**config.mk**
```make
export PLATFORM = sky130hd
export DESIGN_NAME = fifo_burst_reader
export DESIGN_NICKNAME = d
export VERILOG_FILES = /design/src/rtl/fifo_burst_reader.sv
export SDC_FILE = /design/constraint.sdc
export NUM_CORES = 1
export LEC_CHECK = 0
export ABC_AREA = 0
export CAP_MARGIN = 20
export CORE_ASPECT_RATIO = 0.75
export CORE_MARGIN = 5
export CORE_UTILIZATION = 48
export CTS_BUF_LIST = sky130_fd_sc_hd__clkbuf_8
export DETAILED_ROUTE_END_ITERATION = 8
export GPL_ROUTABILITY_DRIVEN = 0
export PLACE_DENSITY = 0.82
export RECOVER_POWER = 50
export SKIP_CTS_REPAIR_TIMING = 1
export SLEW_MARGIN = 20
export SYNTH_ARGS = -nofsm -noshare
export SYNTH_HDL_FRONTEND = slang
export SYNTH_SLANG_ARGS = --single-unit
```
**constraint.sdc**
```tcl
create_clock -name clk -period 1.8 [get_ports clk]
set_clock_uncertainty 0.1 [all_clocks]
set_input_delay 0.27 -clock clk [delete_from_list [all_inputs] [get_ports clk]]
set_output_delay 0.27 -clock clk [all_outputs]
set_load 0.005 [all_outputs]
```
**src/rtl/fifo_burst_reader.sv**
```systemverilog
// fifo_burst_reader: read-side controller for a first-word-fall-through FIFO.
// Waits until a full burst is stored, then drains exactly that many words into a
// registered valid/ready stream and tags the final word of each burst with out_last.
// A flush request lets a short final burst go out.
//
// Handshake: a word moves downstream on every rising edge where out_valid and
// out_ready are both 1. While out_valid=1 and out_ready=0, out_data and out_last
// hold their values. The FIFO side works the same way: fifo_read=1 pops the head
// word at the next edge. fifo_read is only raised while the output register is
// empty or being emptied in the same cycle.
//
// FSM state is visible externally through busy: busy=1 while in BURST or while
// a word waits in the output register.

module fifo_burst_reader #(
   parameter int DATA_WIDTH = 8,
   parameter int FIFO_DEPTH = 16,
   parameter int BURST_LEN  = 4
) (
   input  logic                              clk,
   input  logic                              rst_n,
   output logic                              fifo_read,
   input  logic [DATA_WIDTH-1:0]             fifo_read_data,
   input  logic [$clog2(FIFO_DEPTH+1)-1:0]   fifo_fill_level,
   input  logic                              fifo_empty,
   input  logic                              flush,
   output logic                              out_valid,
   output logic [DATA_WIDTH-1:0]             out_data,
   output logic                              out_last,
   input  logic                              out_ready,
   output logic                              busy,
   output logic [15:0]                       bursts_done
);

   localparam int FILL_W = $clog2(FIFO_DEPTH+1);
   localparam int REM_W  = $clog2(BURST_LEN+1);
   localparam logic [FILL_W-1:0] BURST_FILL = FILL_W'(BURST_LEN);
   localparam logic [REM_W-1:0]  BURST_REM  = REM_W'(BURST_LEN);

   typedef enum logic {
      IDLE  = 1'b0,
      BURST = 1'b1
   } state_t;

   state_t                  state_q, state_d;
   logic [REM_W-1:0]        remaining_q, remaining_d;
   logic                    flush_pending_q, flush_pending_d;
   logic                    out_valid_q, out_valid_d;
   logic [DATA_WIDTH-1:0]   out_data_q, out_data_d;
   logic                    out_last_q, out_last_d;
   logic [15:0]             bursts_done_q, bursts_done_d;
   logic                    pop;
   logic                    start;

   // Next-state, pop strobe and output-register updates.
   always_comb begin
      state_d         = state_q;
      remaining_d     = remaining_q;
      flush_pending_d = flush_pending_q;
      out_valid_d     = out_valid_q;
      out_data_d      = out_data_q;
      out_last_d      = out_last_q;
      bursts_done_d   = bursts_done_q;
      pop             = 1'b0;
      start           = 1'b0;

      // A stored word leaves when downstream takes it and nothing refills the register.
      pop = (state_q == BURST) && (remaining_q != '0) && (!out_valid_q || out_ready);

      if (out_valid_q && out_ready && !pop) begin
         out_valid_d = 1'b0;
         out_last_d  = 1'b0;
      end

      if (out_valid_q && out_ready && out_last_q) begin
         bursts_done_d = bursts_done_q + 16'd1;
      end

      unique case (state_q)
         IDLE: begin
            start = (fifo_fill_level >= BURST_FILL) || (flush_pending_q && !fifo_empty);
            if (start) begin
               state_d = BURST;
               // A short burst is only possible while a flush is pending.
               if (fifo_fill_level < BURST_FILL) begin
                  remaining_d = REM_W'(fifo_fill_level);
               end else begin
                  remaining_d = BURST_REM;
               end
               // This burst takes everything stored, so the flush is satisfied.
               if (fifo_fill_level <= BURST_FILL) begin
                  flush_pending_d = 1'b0;
               end
            end else if (fifo_empty) begin
               flush_pending_d = 1'b0;
            end
         end
         BURST: begin
            if (pop) begin
               out_data_d  = fifo_read_data;
               out_valid_d = 1'b1;
               out_last_d  = (remaining_q == REM_W'(1));
               remaining_d = remaining_q - REM_W'(1);
               // Return to IDLE right away so the next burst can start while
               // the last word still waits in the output register.
               if (remaining_q == REM_W'(1)) begin
                  state_d = IDLE;
               end
            end
         end
         default: begin
            state_d = IDLE;
         end
      endcase

      // A new flush request always wins over a same-cycle clear.
      if (flush) begin
         flush_pending_d = 1'b1;
      end
   end

   // State and datapath registers with asynchronous active-low reset.
   always_ff @(posedge clk or negedge rst_n) begin
      if (!rst_n) begin
         state_q         <= IDLE;
         remaining_q     <= '0;
         flush_pending_q <= 1'b0;
         out_valid_q     <= 1'b0;
         out_data_q      <= '0;
         out_last_q      <= 1'b0;
         bursts_done_q   <= '0;
      end else begin
         state_q         <= state_d;
         remaining_q     <= remaining_d;
         flush_pending_q <= flush_pending_d;
         out_valid_q     <= out_valid_d;
         out_data_q      <= out_data_d;
         out_last_q      <= out_last_d;
         bursts_done_q   <= bursts_done_d;
      end
   end

   assign fifo_read   = pop;
   assign out_valid   = out_valid_q;
   assign out_data    = out_data_q;
   assign out_last    = out_last_q;
   assign bursts_done = bursts_done_q;
   assign busy        = (state_q == BURST) || out_valid_q;

endmodule

```
* After elaboration in Yosys (flattened, before gate mapping)
Cells that the tools add are included.
** Operators by class
- Add/sub/neg operators :: 2
- Reductions and logical operators :: 17
- Bitwise gates (word level) :: 1
- Eq/ne operators :: 5
- Magnitude comparators :: 3
- Multiplexer cells :: 19
** Operators by type and width (number)
- 16-bit by 1-bit adder with 16-bit output (second input constant) :: 1
- 1-bit two-way mux :: 14
- 3-bit two-way mux :: 3
- 1-bit logical AND :: 6
- 2-bit inequality test (second input constant) :: 3
- 3-bit case mux with 2 select lines :: 1
- 3-bit nonzero test :: 2
- 5-bit by 3-bit greater-or-equal comparator with 1-bit output (second input constant) :: 1
- 5-bit by 3-bit <= comparator with 1-bit output (second input constant) :: 1
- 5-bit by 3-bit < comparator with 1-bit output (second input constant) :: 1
- 2-bit AND reduction :: 2
- 3-bit by 1-bit equality test with 1-bit output (second input constant) :: 1
- 1-bit zero test :: 3
- 1-bit logical OR :: 3
- 3-bit by 2-bit inequality test with 1-bit output (second input constant) :: 1
- 3-bit AND reduction :: 1
- 3-bit by 1-bit subtractor with 3-bit output (second input constant) :: 1
- 1-bit case mux with 2 select lines :: 1
- 1-bit inverter :: 1
** Word-level totals
- Output and inout port bits :: 28
- Logic and storage cells :: 54
- Register bits after elaboration :: 31

* Logic depth before layout (Yosys ltp)
Gate-level depths: netlist of the first run.
- Depth after elaboration :: 8
- Gate-level depth with buffers :: 7
- Mapped depth without buffers :: 7

* Least setup slack after synthesis of the first run
Ideal clock, no wire load.
- Kind :: reg-to-reg
- From :: register remaining_q[0]
- To :: register state_q
- Library setup time :: 0.133 ns
- Period minus slack after synthesis :: 1.431 ns
- Arrival :: 1.198 ns
- Required time :: 1.567 ns
- Setup slack :: 0.369 ns
- Cell stages (with the launch flop) :: 8
- Buffers on the path :: 1
- Cell sequence :: dfrtp_1 > inv_1 > ha_1 > nand2b_2 > nand3_2 > buf_2 > nor3b_2 > a31oi_1
** On the way
- Longest elaborated chain between the ends :: 5
- Elaborated cells on any way between the ends :: 7
- Those cells by class :: eq/ne: 1; mux: 3; reduce/logical: 3
** Ends and longest elaborated chain
- start: declaration :: line 46 : logic [REM_W-1:0] remaining_q, remaining_d;
- start signal: assignment :: line 134 : remaining_q <= remaining_d;
- 3-bit nonzero test :: line 68 : pop = (state_q == BURST) && (remaining_q != '0) && (!out_valid_q || out_ready);
- 1-bit logical AND (2 in a row) :: line 68
- 1-bit two-way mux * :: line 99 : if (pop) begin
- 1-bit case mux with 2 select lines * :: line 79 : unique case (state_q)
- named net state_d :: line 45 : state_t state_q, state_d;
- end signal: assignment :: line 133 : state_q <= state_d;
- end: declaration :: line 45
Mark *: on every way through the listed nets, which the timed path passes. The rest lies on a longest branch.
A chain may end at the register's enable or synchronous reset.

* Worst setup path after layout of the first run
- From :: register bursts_done_q[4], in the netlist bursts_done[4]
- To :: output bursts_done[4]
** RTL lines
- start: declaration :: line 51 : logic [15:0] bursts_done_q, bursts_done_d;
- start signal: assignment :: line 139 : bursts_done_q <= bursts_done_d;
- end: declaration :: line 32 : output logic [15:0] bursts_done
No word-level cell between the ends.

==> results.cfg, run 1 <==
[final_layout]
syn_to_final_growth_pct = 47.0
diodes = 0
multi_input_area_um2 = 647
fillers = 190
stdcell_area_um2 = 2150
nets = 222
regArea_um2 = 778
drive_above_1_share = 0.164

[synthesis]
synth_fp_nets = 159
synth_top_area_share = 0.531
ys_seq_area_frac = 0.531
yosys.area.top_type = dfrtp_1
syn_area_um2 = 1460
ys_seq_elements = 31
syn_inst = 137
yosys_warnings = 0
synthDistinctLibCells = 34
avgSynthCellArea_um2 = 10.7
synth.area.top_cells = dfrtp_1, nand2_1, xnor2_1

[global_routing]
grt-ovfl-total = 0
gr-max-usage-layer = met2
use_met2 = 0.304
grt_use_met3 = 0.0624
use_met1 = 0.198
grt_max_degree = 32
antenna_found_initial = 0
grt_pass1_wl_um = 5780
grtUsageTotal = 0.175
grt_pass1_vias = 1288

[critical_path]
critPathRequiredTime_ns = 1.43
cp_num_buf_inv = 1
worstPathCellList = clkdlybuf4s50_1
cp_slowest_cell = clkdlybuf4s50_1
path_class = reg2out
slowest_delay_ns = 0.57
critPathTopFamily = buffers and inverters
r2r_end = remaining_q[1]
r2r-start = remaining_q[0]
startpoint_type = flop
arrival_ns = 1.35
crit_fanout = 6
crit_end = bursts_done[4]
reg2reg_setup_slack_ns = 0.15
cp.depth = 1
crit_path_start = bursts_done[4]
ff2ff_path_depth = 8
crit_path_end_kind = output port

[detailed_routing]
routed_via_density = 5.15
wirelength_um = 3460
drc = 0
drtIter0Drc = 54
wire_per_inst_um = 14.5
first_pass_iters = 4
ant_nets = 0
num_vias = 1232

[floorplanning]
dieArea_um2 = 4260
start_util = 0.498
dieWidth_um = 73.7
core_um2 = 2940
ios = 46
die_y_um = 57.8
fp-row-count = 17

[job]
drv_cap = 0

[sta]
finalHoldViolations = 0
relSlewSlack = 0.489
worstMarginPinSlew_ns = 0.767
setup_viol_count_final = 0
fin_tns_setup_ns = 0
fmax_mhz = 581
slew_violations = 0
finalCriticalPeriod_ns = 1.72
fin_crit_sh = 0.957

[power]
ir_drop_mv = 1.31
power_density_nw_per_um2 = 1330
p_leak_nw = 0.997

[clock_network]
clock-root-buffer = clkbuf_8
clock_latency_ns = 0.28
tritoncts = yes
cts_sinks = 31
htreeDepth = 2
cts_made_buffers = 5
clk_pin_slew_ns = 0.07
clk_path_buf_depth = 2

[place]
hpwl_um = 2510
port_buffers = 45
placed_area_um2 = 2010

[status]
status = finished clean

[hold_path]
hp-class = reg2reg
min-delay-start = bursts_done[15]
cell type report:
class	count	area share
inverters	5	0.00874
clock buffers	6	0.0384
clock inverters	2	0.0163
multi-input cells	100	0.301
repair buffers	57	0.251
well taps	38	0.0221
flip-flops and latches	31	0.362
placed cells by master (no fill, tap or decap), types with 5 or more instances in the layout:
cell             netlist  layout
xnor2_1               13      13
clkdlybuf4s50_1        0      41
nand3_1                5       5
inv_1                  4       5
dfrtp_1               31      29
clkbuf_8               0       6
buf_4                  0       9
nand2_1               36      36
nand4_1                4       5
registers in the layout (all words and copies together) (netlist names):
signal / cells
flush_pending_q: 1
remaining_q: 3
bursts_done: 16
state_q: 1
out_data: 8
out_valid: 1
out_last: 1
where the power goes:
| part | leakage [nW] | switching [mW] | internal, mW |
|---|---|---|---|
| Clock | 0.0612 | 0.254 | 0.447 |
| Sequential | 0.389 | 0.153 | 0.888 |
| Combinational | 0.548 | 0.506 | 0.616 |
| Total | 0.997 | 0.913 | 1.95 |
synthesized netlist by cell type:
master / instances
xor2_1: 2
a21oi_1: 1
nor4_2: 1
xnor2_1: 13
ha_1: 4
mux2i_1: 1
or2_2: 1
inv_2: 1
nand3_1: 5
nor2_2: 2
nand3_2: 1
nor3_2: 2
a311oi_1: 1
and3_1: 1
nand2_1: 36
a31oi_1: 3
nand4_4: 2
a21o_1: 4
nor3_1: 1
buf_2: 1
nand4_1: 4
a21boi_0: 1
and4_1: 1
o21ai_0: 1
nor3b_2: 1
inv_1: 4
nand2b_1: 2
dfrtp_1: 31
nand4b_1: 1
nor2_1: 4
o21ai_1: 1
and3_4: 1
nand2b_2: 1
nand4_2: 1
logic make-up after synthesis:
group                      after synthesis  synth area share
AOI/OAI and AO/OA                       12            0.0548
adders and majority gates                4            0.0342
DFF                                     31             0.531
buffers and inverters                    6            0.0163
xor gates and xnor gates                15            0.0899
muxes                                    1           0.00685
and+or+nand+nor                         68             0.267
per-stage QoR:
| step | setup slack, ns | utilization | cells | hold WS [ns] | total power [mW] |
|---|---|---|---|---|---|
| 2_1_floorplan | 0.369 | - | 137 | -0.126 | 1.56 |
| 3_3_place_gp | -0.134 | 0.686 | 227 | 0.360 | 2.08 |
| 3_5_place_dp | -0.120 | 0.686 | 227 | 0.367 | 2.14 |
| 4_1_cts | -0.272 | 0.726 | 235 | 0.289 | 2.87 |
| 5_1_grt | -0.00238 | 0.732 | 239 | 0.390 | 3.04 |
| 6_report | 0.0778 | 0.732 | 239 | 0.372 | 2.86 |
worst min path at each step:
stage,end,slack [ns],cells after the start
6_report,bursts_done[15],0.37,1
5_1_grt,bursts_done[15],0.39,1
4_1_cts,bursts_done[9],0.29,2
3_5_place_dp,bursts_done[15],0.37,1
3_3_place_gp,out_data[5],0.36,2
2_1_floorplan,bursts_done[0],-0.13,0
metal layers:
| layer | routed length (µm) | share of wire |
|---|---|---|
| met1 | 1390 | 0.40 |
| met2 | 1730 | 0.50 |
| met3 | 287 | 0.083 |
| met4 | 55 | 0.016 |
| met5 | 0 | 0 |
Power figures use the tool's default switching activity.
==> inputs of run 2 (changes only) <==
PLACE_DENSITY = unset   (was 0.82)
PLACE_DENSITY_LB_ADDON = 0.25   (was unset)
==> run 2 against run 1 <==
Clock power fell by 15%. Clock-buffer cell count rose by 1. Cell count rose by 0.42%.
==> results.cfg, run 2 (synthesis results as in run 1) <==
[status]
status = finished clean

[global_routing]
grt_max_degree = 32
antenna_found_initial = 0
grt_pass1_wl_um = 5920
grtUsageTotal = 0.182
grt-ovfl-total = 0
grt_pass1_vias = 1281

[sta]
finalHoldViolations = 0
setup_viol_count_final = 0
worstMarginPinSlew_ns = 0.764
finalCriticalPeriod_ns = 1.71
fmax_mhz = 585
rsz0062_at_grt = false
slew_violations = 0
setup_ws_ns = 0.0910
relSlewSlack = 0.491
fin_tns_setup_ns = 0
fin_crit_sh = 0.949
whs_ns = 0.374

[final_layout]
largest_reg_flops = 16
syn_to_final_growth_pct = 45.7
fillers = 214
drive_above_1_share = 0.149
diodes = 0
stdcell_area_um2 = 2130
nets = 223
layout_commonest_cell = clkdlybuf4s50_1
layout_common_cells = clkdlybuf4s50_1, nand2_1, dfrtp_1, xnor2_1, buf_4

[detailed_routing]
drc = 0
wire_per_inst_um = 14.7
num_vias = 1204
first_pass_iters = 4
wirelength_um = 3530
ant_nets = 0
routed_via_density = 5.02
drtIter0Drc = 66

[job]
drv_cap = 0

[critical_path]
arrival_ns = 1.34
path_class = reg2out
crit_end = out_valid
crit_fanout = 6
reg2reg_setup_slack_ns = 0.21
crit_path_start = out_valid
r2r-start = remaining_q[0]
crit_path_end_kind = output port
startpoint_type = flop
r2r_end = remaining_q[1]
ff2ff_path_depth = 8
critPathRequiredTime_ns = 1.43

[clock_network]
tritoncts = yes
clk_pin_slew_ns = 0.07
clk_path_buf_depth = 2
cts_made_buffers = 5
htreeDepth = 2
clock-root-buffer = clkbuf_8
clock_latency_ns = 0.28
cts_sinks = 31

[floorplanning]
core_um2 = 2940
die_y_um = 57.8
ios = 46
fp-row-count = 17
start_util = 0.498
dieWidth_um = 73.7
dieArea_um2 = 4260

[place]
preCtsSetupSlack_ns = -0.146
hpwl_um = 2630
placed_area_um2 = 2030
port_buffers = 45

[power]
ir_drop_mv = 0.865
power_density_nw_per_um2 = 1300
p_leak_nw = 0.991

[hold_path]
hp-class = reg2reg
run 2: cell types whose count changed in the layout (fill, tap and decap cells not counted), sizes merged:
cell    change
buf         -1
clkinv      -1
inv         +1
bufinv      -1
clkbuf      +3
run 2: cell type report:
class,count,area [µm²],area share
Sequential cell,31,777,0.365
Timing Repair Buffer,58,539,0.253
Inverter,5,18.8,0.00881
Clock inverter,1,3.75,0.00176
Tap cell,38,47.5,0.0223
Clock buffer,7,96.3,0.0452
Multi-Input combinational cell,100,647,0.304
run 2: metrics by stage:
step | power (mW) | utilization | std cells
2_1_floorplan | 1.56 | - | 137
3_3_place_gp | 2.12 | 0.691 | 229
3_5_place_dp | 2.18 | 0.691 | 229
4_1_cts | 2.79 | 0.725 | 237
5_1_grt | 2.97 | 0.725 | 240
6_report | 2.77 | 0.725 | 240
run 2: worst max-delay path, cell delays in order (launching register included):
cell	delay [ns]
dfrtp_1	0.42
buf_4	0.14
clkdlybuf4s50_1	0.49
run 2: layer usage:
| layer | GRT usage | vias up | wire, µm |
|---|---|---|---|
| met5 | 0 | - | 0 |
| met3 | 0.0797 | 7 | 234 |
| li1 | - | 587 | - |
| met1 | 0.208 | 573 | 1420 |
| met4 | 0.0543 | 0 | 58 |
| met2 | 0.307 | 37 | 1810 |
run 2: report_power, final:
group	switching [mW]	internal, mW	leakage [nW]
clock	0.252	0.343	0.0557
combinational	0.506	0.621	0.546
sequential	0.164	0.887	0.389
run 2: how the worst min path moves through the flow:
stage               startpoint         endpoint  slack (ns)  cells after the start
6_report       bursts_done[15]  bursts_done[15]        0.37                      1
5_1_grt        bursts_done[15]  bursts_done[15]        0.40                      1
4_1_cts                  rst_n   bursts_done[0]        0.28                      2
3_5_place_dp   bursts_done[15]  bursts_done[15]        0.37                      1
3_3_place_gp       out_data[6]      out_data[6]        0.36                      2
2_1_floorplan            rst_n   bursts_done[0]       -0.13                      0
==> inputs of run 3 (changes only) <==
ABC_AREA = 1   (was 0)
==> run 3 against run 2 <==
Flip-flop and latch count unchanged. Setup slack worse by 0.030 ns. First-iteration DRC count decreased by 23%. Power is 0.71% higher. Synthesized cell count grew 25%.
==> results.cfg, run 3 <==
[hold_path]
min-delay-start = out_data[0]
hp-class = reg2reg
min_delay_path_depth = 2

[synthesis]
syn_inst = 171
synth_xor_area_frac = 0.0800
synth.area.top_cells = dfrtp_1, nand2_1, inv_1
ys_seq_elements = 31
synth_simple_gate_area_frac = 0.290
synthMostInstantiatedCell = nand2_1
synthMuxAreaShare = 0
syn_area_um2 = 1520
synth-adder-area-share = 0.0330
synth_edf_count = 0
async_flop_share = 1.00
synth_common_cells = nand2_1, dfrtp_1, inv_1
yosys_warnings = 0
synth_top_family_by_area = simple AND/OR/NAND/NOR gates
synthFlopType = dfrtp_1
synth_fp_nets = 193
avgSynthCellArea_um2 = 8.88
ys_seq_area_frac = 0.511
synth_compound_area_frac = 0.0272
synth_top_area_share = 0.511
synthDistinctLibCells = 22
yosys.area.top_type = dfrtp_1

[floorplanning]
dieArea_um2 = 4400
die_y_um = 58.7
core_um2 = 3000
start_util = 0.506
fp-row-count = 17
ios = 46
dieWidth_um = 74.9

[final_layout]
fillers = 213
largest_reg_flops = 16
regArea_um2 = 776
layout_common_cells = nand2_1, clkdlybuf4s50_1, dfrtp_1, inv_1, nor2_1
diodes = 0
layout_commonest_cell = nand2_1
syn_to_final_growth_pct = 43.1
nets = 254
multi_input_area_um2 = 648
drive_above_1_share = 0.129

[place]
port_buffers = 45
hpwl_um = 2600

[power]
power_frac_seq = 0.370
p_total_mw = 2.79
switchingPower_uw = 927
power_density_nw_per_um2 = 1290
swShare = 0.332
pwr-share-clk = 0.209
internal-power_mw = 1.86
ir_drop_mv = 1.35
p_leak_nw = 1.12
power_frac_comb = 0.421

[clock_network]
tritoncts = yes
clock_latency_ns = 0.28
htreeDepth = 2
cts_made_buffers = 5
clock-root-buffer = clkbuf_8
clk_path_buf_depth = 2
cts_sinks = 31
clk_pin_slew_ns = 0.06

[detailed_routing]
ant_nets = 0
first_pass_iters = 4
wire_per_inst_um = 12.2
routed_via_density = 4.75
num_vias = 1288
wirelength_um = 3290
drc = 0
drtIter0Drc = 51

[job]
drv_cap = 0

[critical_path]
r2r-start = remaining_q[0]
crit_path_start = state_q
crit_fanout = 6
critPathRequiredTime_ns = 1.43
arrival_ns = 1.37
crit_path_end_kind = output port
path_class = reg2out
ff2ff_path_depth = 10
startpoint_type = flop

[sta]
fmax_mhz = 575
finalCriticalPeriod_ns = 1.74
setup_viol_count_final = 0
finalHoldViolations = 0
worstMarginPinSlew_ns = 0.751
fin_crit_sh = 0.966
rsz0062_at_grt = false
relSlewSlack = 0.500
slew_violations = 0
fin_tns_setup_ns = 0

[global_routing]
grt_max_degree = 32
grt_pass1_wl_um = 5590
grtUsageTotal = 0.170
grt-ovfl-total = 0
grt_pass1_vias = 1343
antenna_found_initial = 0

[status]
status = finished clean
==> run 3: power by group through the flow <==
| stage | combinational [mW] | clock [mW] | sequential [mW] |
|---|---|---|---|
| global route | 1.33 | 0.642 | 1.06 |
| floorplan | 0.531 | 0 | 1.04 |
| finish | 1.17 | 0.584 | 1.03 |
| global placement | 1.15 | 0 | 1.03 |
| CTS | 1.18 | 0.600 | 1.03 |
| detailed placement | 1.18 | 0 | 1.04 |
==> run 3: layout make-up <==
class                   instances  area share
flip-flops and latches         31       0.357
multi-input cells             117       0.298
repair buffers                 56       0.240
clock buffers                   7      0.0444
inverters                      21      0.0363
well taps                      38      0.0219
clock inverters                 1     0.00173
==> run 3: kinds of logic after synthesis <==
logic type                 Yosys count
AOI/OAI and AO/OA                    7
DFF                                 31
buffers and inverters               23
xor gates and xnor gates            13
adders and majority gates            4
and+or+nand+nor                     93
==> run 3: layer usage <==
metal / vias up / GRT usage / share of wire
met3: 11 / 0.0546 / 0.067
met1: 587 / 0.205 / 0.44
li1: 651 / - / -
met5: - / 0 / 0
met4: 0 / 0.0812 / 0.026
met2: 39 / 0.274 / 0.47
==> run 3: through the flow <==
step / instance area, µm² / setup slack [ns] / hold WS, ns / std cells / utilization
finish: 2170 / 0.0609 / 0.373 / 271 / 0.724
global route: 2170 / 0.00102 / 0.406 / 271 / 0.724
CTS: 2180 / -0.358 / 0.285 / 270 / 0.727
detailed placement: 2080 / -0.109 / 0.359 / 262 / 0.694
global placement: 2080 / -0.112 / 0.355 / 262 / 0.694
floorplan: 1520 / 0.396 / -0.126 / 171 / -
==> run 3: worst max-delay path, cell delays in order, from the launching register on <==
cell and delay, ns:
dfrtp_1 0.40, inv_1 0.12, nand2_1 0.08, clkdlybuf4s50_1 0.49
==> run 3: worst paths after layout <==
check / endpoint / slack, ns
setup / recovery: busy / 0.06
hold / removal: out_data[0] / 0.37
setup reg to reg: out_data[6] / 0.14
hold reg to reg: out_data[0] / 0.37
max in group asynchronous: flush_pending_q / 0.64
min in group asynchronous: bursts_done[15] / 0.47
